===== config.mk =====
export PLATFORM = sky130hd
export DESIGN_NAME = id_ex_stage_flat
export DESIGN_NICKNAME = d
export VERILOG_FILES = /design/src/rtl/id_ex_stage_if.sv /design/src/rtl/id_ex_stage.sv /design/src/flat_wrapper.sv
export SDC_FILE = /design/constraint.sdc
export NUM_CORES = 1
export LEC_CHECK = 0
export CORE_MARGIN = 2
export CORE_UTILIZATION = 42
export DETAILED_ROUTE_END_ITERATION = 16
export PLACE_DENSITY_LB_ADDON = 0.05
export REMOVE_ABC_BUFFERS = 1
export SYNTH_ARGS = -nofsm -noshare
export SYNTH_HDL_FRONTEND = slang
export SYNTH_SLANG_ARGS = --single-unit

===== constraint.sdc =====
create_clock -name i_clk -period 2.87 [get_ports i_clk]
set_clock_uncertainty 0.2 [all_clocks]
set_input_delay 0.287 -clock i_clk [delete_from_list [all_inputs] [get_ports i_clk]]
set_output_delay 0.287 -clock i_clk [all_outputs]
set_load 0.01 [all_outputs]

===== src/rtl/id_ex_stage_if.sv =====
// ID/EX stage bus: decode fields, forwarding taps from EX/MEM and MEM/WB,
// and the operand/control bundle handed to the ALU and later stages.
interface id_ex_stage_if #(
    parameter int NBITS  = 32,
    parameter int RNBITS = 5,
    parameter int NB_OP  = 4,
    parameter int NB_IMM = 16
);
    // hazard control and decode slot
    logic              i_stall;
    logic              i_flush;
    logic              i_valid;
    logic [NBITS-1:0]  i_rs_data;
    logic [NBITS-1:0]  i_rt_data;
    logic [NB_IMM-1:0] i_imm;
    logic              i_sign_ext;
    logic              i_alu_src;
    logic [RNBITS-1:0] i_rs_addr;
    logic [RNBITS-1:0] i_rt_addr;
    logic [RNBITS-1:0] i_rd_addr;
    logic [RNBITS-1:0] i_shamt;
    logic              i_ushamt;
    logic [NB_OP-1:0]  i_operation;
    logic              i_reg_write;
    logic              i_mem_read;
    logic              i_mem_write;
    logic              i_mem_to_reg;
    // forwarding taps
    logic              i_exmem_reg_write;
    logic [RNBITS-1:0] i_exmem_rd;
    logic [NBITS-1:0]  i_exmem_result;
    logic              i_memwb_reg_write;
    logic [RNBITS-1:0] i_memwb_rd;
    logic [NBITS-1:0]  i_memwb_data;
    // EX stage outputs
    logic              o_valid;
    logic [NBITS-1:0]  o_data_1;
    logic [NBITS-1:0]  o_data_2;
    logic [NBITS-1:0]  o_store_data;
    logic [RNBITS-1:0] o_shamt;
    logic              o_ushamt;
    logic [NB_OP-1:0]  o_operation;
    logic [RNBITS-1:0] o_rd;
    logic              o_reg_write;
    logic              o_mem_read;
    logic              o_mem_write;
    logic              o_mem_to_reg;

    // driver side (decode / hazard unit / later stages)
    modport master (
        output i_stall, i_flush, i_valid, i_rs_data, i_rt_data, i_imm, i_sign_ext,
               i_alu_src, i_rs_addr, i_rt_addr, i_rd_addr, i_shamt, i_ushamt,
               i_operation, i_reg_write, i_mem_read, i_mem_write, i_mem_to_reg,
               i_exmem_reg_write, i_exmem_rd, i_exmem_result,
               i_memwb_reg_write, i_memwb_rd, i_memwb_data,
        input  o_valid, o_data_1, o_data_2, o_store_data, o_shamt, o_ushamt,
               o_operation, o_rd, o_reg_write, o_mem_read, o_mem_write, o_mem_to_reg
    );

    // the stage itself
    modport slave (
        input  i_stall, i_flush, i_valid, i_rs_data, i_rt_data, i_imm, i_sign_ext,
               i_alu_src, i_rs_addr, i_rt_addr, i_rd_addr, i_shamt, i_ushamt,
               i_operation, i_reg_write, i_mem_read, i_mem_write, i_mem_to_reg,
               i_exmem_reg_write, i_exmem_rd, i_exmem_result,
               i_memwb_reg_write, i_memwb_rd, i_memwb_data,
        output o_valid, o_data_1, o_data_2, o_store_data, o_shamt, o_ushamt,
               o_operation, o_rd, o_reg_write, o_mem_read, o_mem_write, o_mem_to_reg
    );
endinterface


===== src/rtl/id_ex_stage.sv =====
// ID/EX pipeline register with EX-side forwarding and operand selection.
// Registers decoded fields once per clock (flush > stall > load), then
// resolves rs/rt against EX/MEM and MEM/WB results combinationally.
module id_ex_stage #(
    parameter int NBITS  = 32,
    parameter int RNBITS = 5,
    parameter int NB_OP  = 4,
    parameter int NB_IMM = 16
) (
    input logic          i_clk,
    input logic          i_rst_n,
    id_ex_stage_if.slave bus
);
    localparam logic [NB_OP-1:0] OP_ADD = NB_OP'(2);

    logic              valid_q;
    logic [NBITS-1:0]  rs_data_q, rt_data_q, imm_q;
    logic              alu_src_q;
    logic [RNBITS-1:0] rs_addr_q, rt_addr_q, rd_q, shamt_q;
    logic              ushamt_q;
    logic [NB_OP-1:0]  op_q;
    logic              reg_write_q, mem_read_q, mem_write_q, mem_to_reg_q;

    logic [NBITS-1:0]  imm_ext;
    logic [NBITS-1:0]  rs_fwd, rt_fwd;

    // extend before registering so EX only sees a full-width immediate
    always_comb begin
        imm_ext = bus.i_sign_ext ? {{(NBITS-NB_IMM){bus.i_imm[NB_IMM-1]}}, bus.i_imm}
                                 : {{(NBITS-NB_IMM){1'b0}}, bus.i_imm};
    end

    // stage register: flush inserts an ADD bubble, stall holds, else load
    always_ff @(posedge i_clk or negedge i_rst_n) begin
        if (!i_rst_n) begin
            valid_q      <= 1'b0;
            rs_data_q    <= '0;
            rt_data_q    <= '0;
            imm_q        <= '0;
            alu_src_q    <= 1'b0;
            rs_addr_q    <= '0;
            rt_addr_q    <= '0;
            rd_q         <= '0;
            shamt_q      <= '0;
            ushamt_q     <= 1'b0;
            op_q         <= '0;
            reg_write_q  <= 1'b0;
            mem_read_q   <= 1'b0;
            mem_write_q  <= 1'b0;
            mem_to_reg_q <= 1'b0;
        end else if (bus.i_flush) begin
            valid_q      <= 1'b0;
            rs_data_q    <= '0;
            rt_data_q    <= '0;
            imm_q        <= '0;
            alu_src_q    <= 1'b0;
            rs_addr_q    <= '0;
            rt_addr_q    <= '0;
            rd_q         <= '0;
            shamt_q      <= '0;
            ushamt_q     <= 1'b0;
            op_q         <= OP_ADD;
            reg_write_q  <= 1'b0;
            mem_read_q   <= 1'b0;
            mem_write_q  <= 1'b0;
            mem_to_reg_q <= 1'b0;
        end else if (!bus.i_stall) begin
            valid_q      <= bus.i_valid;
            rs_data_q    <= bus.i_rs_data;
            rt_data_q    <= bus.i_rt_data;
            imm_q        <= imm_ext;
            alu_src_q    <= bus.i_alu_src;
            rs_addr_q    <= bus.i_rs_addr;
            rt_addr_q    <= bus.i_rt_addr;
            rd_q         <= bus.i_rd_addr;
            shamt_q      <= bus.i_shamt;
            ushamt_q     <= bus.i_ushamt;
            op_q         <= bus.i_operation;
            reg_write_q  <= bus.i_reg_write;
            mem_read_q   <= bus.i_mem_read;
            mem_write_q  <= bus.i_mem_write;
            mem_to_reg_q <= bus.i_mem_to_reg;
        end
    end

    // forwarding: nearest producer wins, $0 is never forwarded
    always_comb begin
        rs_fwd = rs_data_q;
        if (bus.i_exmem_reg_write && bus.i_exmem_rd != '0 && bus.i_exmem_rd == rs_addr_q)
            rs_fwd = bus.i_exmem_result;
        else if (bus.i_memwb_reg_write && bus.i_memwb_rd != '0 && bus.i_memwb_rd == rs_addr_q)
            rs_fwd = bus.i_memwb_data;

        rt_fwd = rt_data_q;
        if (bus.i_exmem_reg_write && bus.i_exmem_rd != '0 && bus.i_exmem_rd == rt_addr_q)
            rt_fwd = bus.i_exmem_result;
        else if (bus.i_memwb_reg_write && bus.i_memwb_rd != '0 && bus.i_memwb_rd == rt_addr_q)
            rt_fwd = bus.i_memwb_data;
    end

    // operand mux and pass-through fields toward the ALU and later stages
    always_comb begin
        bus.o_valid      = valid_q;
        bus.o_data_1     = rs_fwd;
        bus.o_data_2     = alu_src_q ? imm_q : rt_fwd;
        bus.o_store_data = rt_fwd;
        bus.o_shamt      = shamt_q;
        bus.o_ushamt     = ushamt_q;
        bus.o_operation  = op_q;
        bus.o_rd         = rd_q;
        bus.o_reg_write  = reg_write_q;
        bus.o_mem_read   = mem_read_q;
        bus.o_mem_write  = mem_write_q;
        bus.o_mem_to_reg = mem_to_reg_q;
    end
endmodule


===== src/flat_wrapper.sv =====
// flat-port wrapper written by rule: the top's interface ports become plain ports
module id_ex_stage_flat 
#(
    parameter int NBITS  = 32,
    parameter int RNBITS = 5,
    parameter int NB_OP  = 4,
    parameter int NB_IMM = 16
)
  (i_clk, i_rst_n, bus_i_stall, bus_i_flush, bus_i_valid, bus_i_rs_data, bus_i_rt_data, bus_i_imm, bus_i_sign_ext, bus_i_alu_src, bus_i_rs_addr, bus_i_rt_addr, bus_i_rd_addr, bus_i_shamt, bus_i_ushamt, bus_i_operation, bus_i_reg_write, bus_i_mem_read, bus_i_mem_write, bus_i_mem_to_reg, bus_i_exmem_reg_write, bus_i_exmem_rd, bus_i_exmem_result, bus_i_memwb_reg_write, bus_i_memwb_rd, bus_i_memwb_data, bus_o_valid, bus_o_data_1, bus_o_data_2, bus_o_store_data, bus_o_shamt, bus_o_ushamt, bus_o_operation, bus_o_rd, bus_o_reg_write, bus_o_mem_read, bus_o_mem_write, bus_o_mem_to_reg);
  id_ex_stage_if #(.NBITS(NBITS), .RNBITS(RNBITS), .NB_OP(NB_OP), .NB_IMM(NB_IMM)) bus_i ();
  input logic i_clk;
  input logic i_rst_n;
  input wire logic [$bits(bus_i.i_stall)-1:0] bus_i_stall;
  input wire logic [$bits(bus_i.i_flush)-1:0] bus_i_flush;
  input wire logic [$bits(bus_i.i_valid)-1:0] bus_i_valid;
  input wire logic [$bits(bus_i.i_rs_data)-1:0] bus_i_rs_data;
  input wire logic [$bits(bus_i.i_rt_data)-1:0] bus_i_rt_data;
  input wire logic [$bits(bus_i.i_imm)-1:0] bus_i_imm;
  input wire logic [$bits(bus_i.i_sign_ext)-1:0] bus_i_sign_ext;
  input wire logic [$bits(bus_i.i_alu_src)-1:0] bus_i_alu_src;
  input wire logic [$bits(bus_i.i_rs_addr)-1:0] bus_i_rs_addr;
  input wire logic [$bits(bus_i.i_rt_addr)-1:0] bus_i_rt_addr;
  input wire logic [$bits(bus_i.i_rd_addr)-1:0] bus_i_rd_addr;
  input wire logic [$bits(bus_i.i_shamt)-1:0] bus_i_shamt;
  input wire logic [$bits(bus_i.i_ushamt)-1:0] bus_i_ushamt;
  input wire logic [$bits(bus_i.i_operation)-1:0] bus_i_operation;
  input wire logic [$bits(bus_i.i_reg_write)-1:0] bus_i_reg_write;
  input wire logic [$bits(bus_i.i_mem_read)-1:0] bus_i_mem_read;
  input wire logic [$bits(bus_i.i_mem_write)-1:0] bus_i_mem_write;
  input wire logic [$bits(bus_i.i_mem_to_reg)-1:0] bus_i_mem_to_reg;
  input wire logic [$bits(bus_i.i_exmem_reg_write)-1:0] bus_i_exmem_reg_write;
  input wire logic [$bits(bus_i.i_exmem_rd)-1:0] bus_i_exmem_rd;
  input wire logic [$bits(bus_i.i_exmem_result)-1:0] bus_i_exmem_result;
  input wire logic [$bits(bus_i.i_memwb_reg_write)-1:0] bus_i_memwb_reg_write;
  input wire logic [$bits(bus_i.i_memwb_rd)-1:0] bus_i_memwb_rd;
  input wire logic [$bits(bus_i.i_memwb_data)-1:0] bus_i_memwb_data;
  output wire logic [$bits(bus_i.o_valid)-1:0] bus_o_valid;
  output wire logic [$bits(bus_i.o_data_1)-1:0] bus_o_data_1;
  output wire logic [$bits(bus_i.o_data_2)-1:0] bus_o_data_2;
  output wire logic [$bits(bus_i.o_store_data)-1:0] bus_o_store_data;
  output wire logic [$bits(bus_i.o_shamt)-1:0] bus_o_shamt;
  output wire logic [$bits(bus_i.o_ushamt)-1:0] bus_o_ushamt;
  output wire logic [$bits(bus_i.o_operation)-1:0] bus_o_operation;
  output wire logic [$bits(bus_i.o_rd)-1:0] bus_o_rd;
  output wire logic [$bits(bus_i.o_reg_write)-1:0] bus_o_reg_write;
  output wire logic [$bits(bus_i.o_mem_read)-1:0] bus_o_mem_read;
  output wire logic [$bits(bus_i.o_mem_write)-1:0] bus_o_mem_write;
  output wire logic [$bits(bus_i.o_mem_to_reg)-1:0] bus_o_mem_to_reg;
  assign bus_i.i_stall = bus_i_stall;
  assign bus_i.i_flush = bus_i_flush;
  assign bus_i.i_valid = bus_i_valid;
  assign bus_i.i_rs_data = bus_i_rs_data;
  assign bus_i.i_rt_data = bus_i_rt_data;
  assign bus_i.i_imm = bus_i_imm;
  assign bus_i.i_sign_ext = bus_i_sign_ext;
  assign bus_i.i_alu_src = bus_i_alu_src;
  assign bus_i.i_rs_addr = bus_i_rs_addr;
  assign bus_i.i_rt_addr = bus_i_rt_addr;
  assign bus_i.i_rd_addr = bus_i_rd_addr;
  assign bus_i.i_shamt = bus_i_shamt;
  assign bus_i.i_ushamt = bus_i_ushamt;
  assign bus_i.i_operation = bus_i_operation;
  assign bus_i.i_reg_write = bus_i_reg_write;
  assign bus_i.i_mem_read = bus_i_mem_read;
  assign bus_i.i_mem_write = bus_i_mem_write;
  assign bus_i.i_mem_to_reg = bus_i_mem_to_reg;
  assign bus_i.i_exmem_reg_write = bus_i_exmem_reg_write;
  assign bus_i.i_exmem_rd = bus_i_exmem_rd;
  assign bus_i.i_exmem_result = bus_i_exmem_result;
  assign bus_i.i_memwb_reg_write = bus_i_memwb_reg_write;
  assign bus_i.i_memwb_rd = bus_i_memwb_rd;
  assign bus_i.i_memwb_data = bus_i_memwb_data;
  assign bus_o_valid = bus_i.o_valid;
  assign bus_o_data_1 = bus_i.o_data_1;
  assign bus_o_data_2 = bus_i.o_data_2;
  assign bus_o_store_data = bus_i.o_store_data;
  assign bus_o_shamt = bus_i.o_shamt;
  assign bus_o_ushamt = bus_i.o_ushamt;
  assign bus_o_operation = bus_i.o_operation;
  assign bus_o_rd = bus_i.o_rd;
  assign bus_o_reg_write = bus_i.o_reg_write;
  assign bus_o_mem_read = bus_i.o_mem_read;
  assign bus_o_mem_write = bus_i.o_mem_write;
  assign bus_o_mem_to_reg = bus_i.o_mem_to_reg;
  id_ex_stage #(.NBITS(NBITS), .RNBITS(RNBITS), .NB_OP(NB_OP), .NB_IMM(NB_IMM)) u_core (.i_clk(i_clk), .i_rst_n(i_rst_n), .bus(bus_i));
endmodule

==> impl_results.md <==
- Max layer used: met4
- Final min period: 2.87 ns
- Largest net degree at the start of global routing: 61
- Chip width: 130 um
- Max-Cap Viols: 0
- RePlAce Congestion: 0.857
- Ant. Diodes: 0
- Status: complete, no violations
- Post-DR vias/cell: 5.34
- Met1 WL: 10400 um
- Leading area contributor after synthesis: dfrtp_1
- Die Height: 130 um
- Initial Util: 42.4%
- Initial drt markers: 335
- GRT Total Usage: 29.2%
- Final #Nets: 1263
- Grt ovf: 0
- Yosys warns: 0
- Core area: 15700 um^2
- Critical path, cell by cell: clkdlybuf4s15_1 > or4_4 > o211a_4 > buf_12 > clkbuf_16 > a21boi_4 > a211oi_4 > buf_4 > o31ai_2 > buf_2
- P&R area growth vs syn: 72.7%
- Setup Viol. Count Final: 0
- Peak VDD IR: 0.263 mV
- CP max stage delay: 0.56 ns
- Period utilization: 99.9%
- Synthesized cell area: 6670 um^2
- Vias: 6900
- DRC Markers: 0
- Hold_ws: 0.206 ns
- CTS tree: done
- Routed wl met2: 13300 um
- Dominant cells by area after synthesis: dfrtp_1 42%, mux2i_1 21%, nor2_1 12%, a211oi_2 5.6%, o31ai_1 3.6%
- Critical path fanouts, max: 5
- Die area: 16900 um^2
- Core Rows: 46
- Hold Path Class: in2async
- Setup TNS: 0 ns
- Setup CP Type: in2out
- Cts bufs inserted: 9
- TritonRoute pass-1 iters: 7
- Hold Vio Cnt, Final: 0
- Worst EP required: 2.38 ns
- CTS H-tree lvls: 3
- Critical-path top delay cell: or4_4
- CP endpoint kind: output pin
- Netlist cell types: 29
- Drt total wl: 26400 um
- Top-area cell type share of the netlist area: 42.0%
- Met3 WL: 1980 um
- Final ANT Viol Nets: 0
- Inst Count DP: 1234
- Startpoint types: primary input
- Final WS setup: 0.00161 ns
- Setup slack at placement: -0.623 ns
- Finished Layout Cells: 1292
- First-pass GRT wire length: 38000 um
- Least-Margin Pin Slew: 0.879 ns
- Final Cell Area: 11500 um^2
- Leakage Power: 0.00536 uW
- Share of cells above drive strength 1: 28.8%
- Register area share after synthesis: 42.0%
- Number of global-route vias before repair: 7199
- Detail Placement HPWL: 17000 um
- Mean Syn Cell Area: 9.47 um^2
- WL/cell: 20.5 um
- FMAX: 0.349 GHz
- Pwr per Cell Area: 406 nW/um^2
- Clk Tree Root Cell: clkbuf_16
- Unrepaired setup endpoints after global routing: true
- Clk_lat worst skew: 0.36 ns
- Family with the most delay on the worst path: buffers and inverters
- Max-slew violations: 0
- Max transition margin: 41.3%
- CP bufs+invs: 5
- Initial antenna violation count: 0
- Post-Syn Instances: 704
- Cell Area, Placed: 10400 um^2
- I/O pins: 308
- Clk pin slew, worst setup/hold paths: 0.08 ns
- # clock sinks: 112
- Synthesized flop and latch total: 112
- CP arrival: 2.38 ns
- Biggest regs: u_core.rs_data_q: 32 flops, u_core.rt_data_q: 32 flops, u_core.imm_q: 17 flops
- PortBufs: 307
- Clock Tree Buf Depth: 2
cell families after synthesis:
group | share of synthesized area (%)
simple gates | 14.1
buf+inv | 3.98
flops | 42.0
compound gates | 16.1
mux | 21.2
xor+xnor | 2.63
synth_stat cells:
master / count
a211o_1: 1
a211oi_1: 2
a211oi_2: 30
a21boi_0: 23
a21boi_1: 9
a21oi_1: 33
a22oi_1: 1
and2_4: 1
and4_1: 1
buf_1: 18
buf_2: 11
buf_6: 4
clkbuf_1: 26
dfrtp_1: 112
mux2i_1: 141
nand2_1: 17
nand3_1: 1
nand4_1: 2
nor2_1: 209
nor2b_1: 2
nor4_2: 1
o211a_1: 1
o211ai_1: 1
o21ai_0: 1
o31ai_1: 32
or2_2: 1
or4_1: 3
xnor2_1: 16
xor2_1: 4
power breakdown:
group          leakage [uW]  switching [uW]  total, uW  internal (uW)
combinational       0.00369             591       1300            705
clock              0.000186             620       1650           1030
sequential          0.00148            62.3       1730           1670
total               0.00536            1270       4680           3400
stage by stage:
step                total power (uW)  utilization, %
detailed placement              2950            66.3
global placement                2930            66.3
CTS                             4610            71.0
finish                          4680            73.3
global route                    4850            73.3
floorplan                       2150               -
worst register-to-register path, delay by kind of cell (launching register included):
family | cells | cell delay (ns)
flip-flops | 1 | 0.71
AND/OR/NAND/NOR | 1 | 0.12
multiplexers | 1 | 0.16
path summary, 6_finish.rpt:
check | from | endpoint | slack, ns | cells past startpoint
max in group asynchronous | i_rst_n | u_core.imm_q[5] | 1.38 | 3
min in group i_clk | bus_i_flush | u_core.rt_addr_q[4] | 0.21 | 2
worst min-delay path | i_rst_n | u_core.imm_q[8] | 0.21 | 2
worst max-delay path | bus_i_memwb_rd[1] | bus_o_data_2[1] | 0.002 | 10
worst min register to register | u_core.bus.o_operation[1] | u_core.bus.o_operation[1] | 0.31 | 1
worst max register to register | u_core.alu_src_q | u_core.alu_src_q | 1.60 | 2
layout by cell type (no fill, tap or decap), drive strengths merged:
cell type / netlist / final
or4: 3 / 3
nand3: 1 / 1
o31ai: 32 / 32
dfrtp: 112 / 112
dlygate4sd3: 0 / 1
bufbuf: 0 / 2
nor2: 209 / 211
clkinvlp: 0 / 1
a211oi: 32 / 32
dlygate4sd2: 0 / 4
nor2b: 2 / 2
clkbuf: 26 / 24
bufinv: 0 / 5
o211a: 1 / 1
mux2i: 141 / 141
clkdlybuf4s50: 0 / 199
o21ai: 1 / 1
a211o: 1 / 1
or2: 1 / 1
o211ai: 1 / 1
xnor2: 16 / 16
nor4: 1 / 1
a21boi: 32 / 32
a21oi: 33 / 33
clkdlybuf4s15: 0 / 12
buf: 33 / 179
and4: 1 / 1
and2: 1 / 2
inv: 0 / 1
nand4: 2 / 2
xor2: 4 / 4
a22oi: 1 / 1
nand2: 17 / 17
timing repair:
action	4_1_cts	5_1_grt
gates resized for setup	461	70
gates cloned	6	6
pin swaps	54	26
endpoints found under the hold margin	28	0
setup buffers	29	4
endpoints found under the setup margin	96	83
hold buffers	1	0
routing by layer:
layer  up-vias  global-route usage, %
met5         -                      0
met4         0                   12.8
met3        53                   7.83
met2       306                   50.3
met1      3372                   34.5
li1       3169                      -
cell type report:
| type | instances | area [um^2] |
|---|---|---|
| fillers | 1138 | 4200 |
| multi-input cells | 536 | 4160 |
| repair buffers | 412 | 3890 |
| flip-flops and latches | 112 | 2800 |
| well taps | 216 | 270 |
| clock buffers | 9 | 225 |
| clock inverters | 7 | 166 |
(Power assumes the default switching activity.)
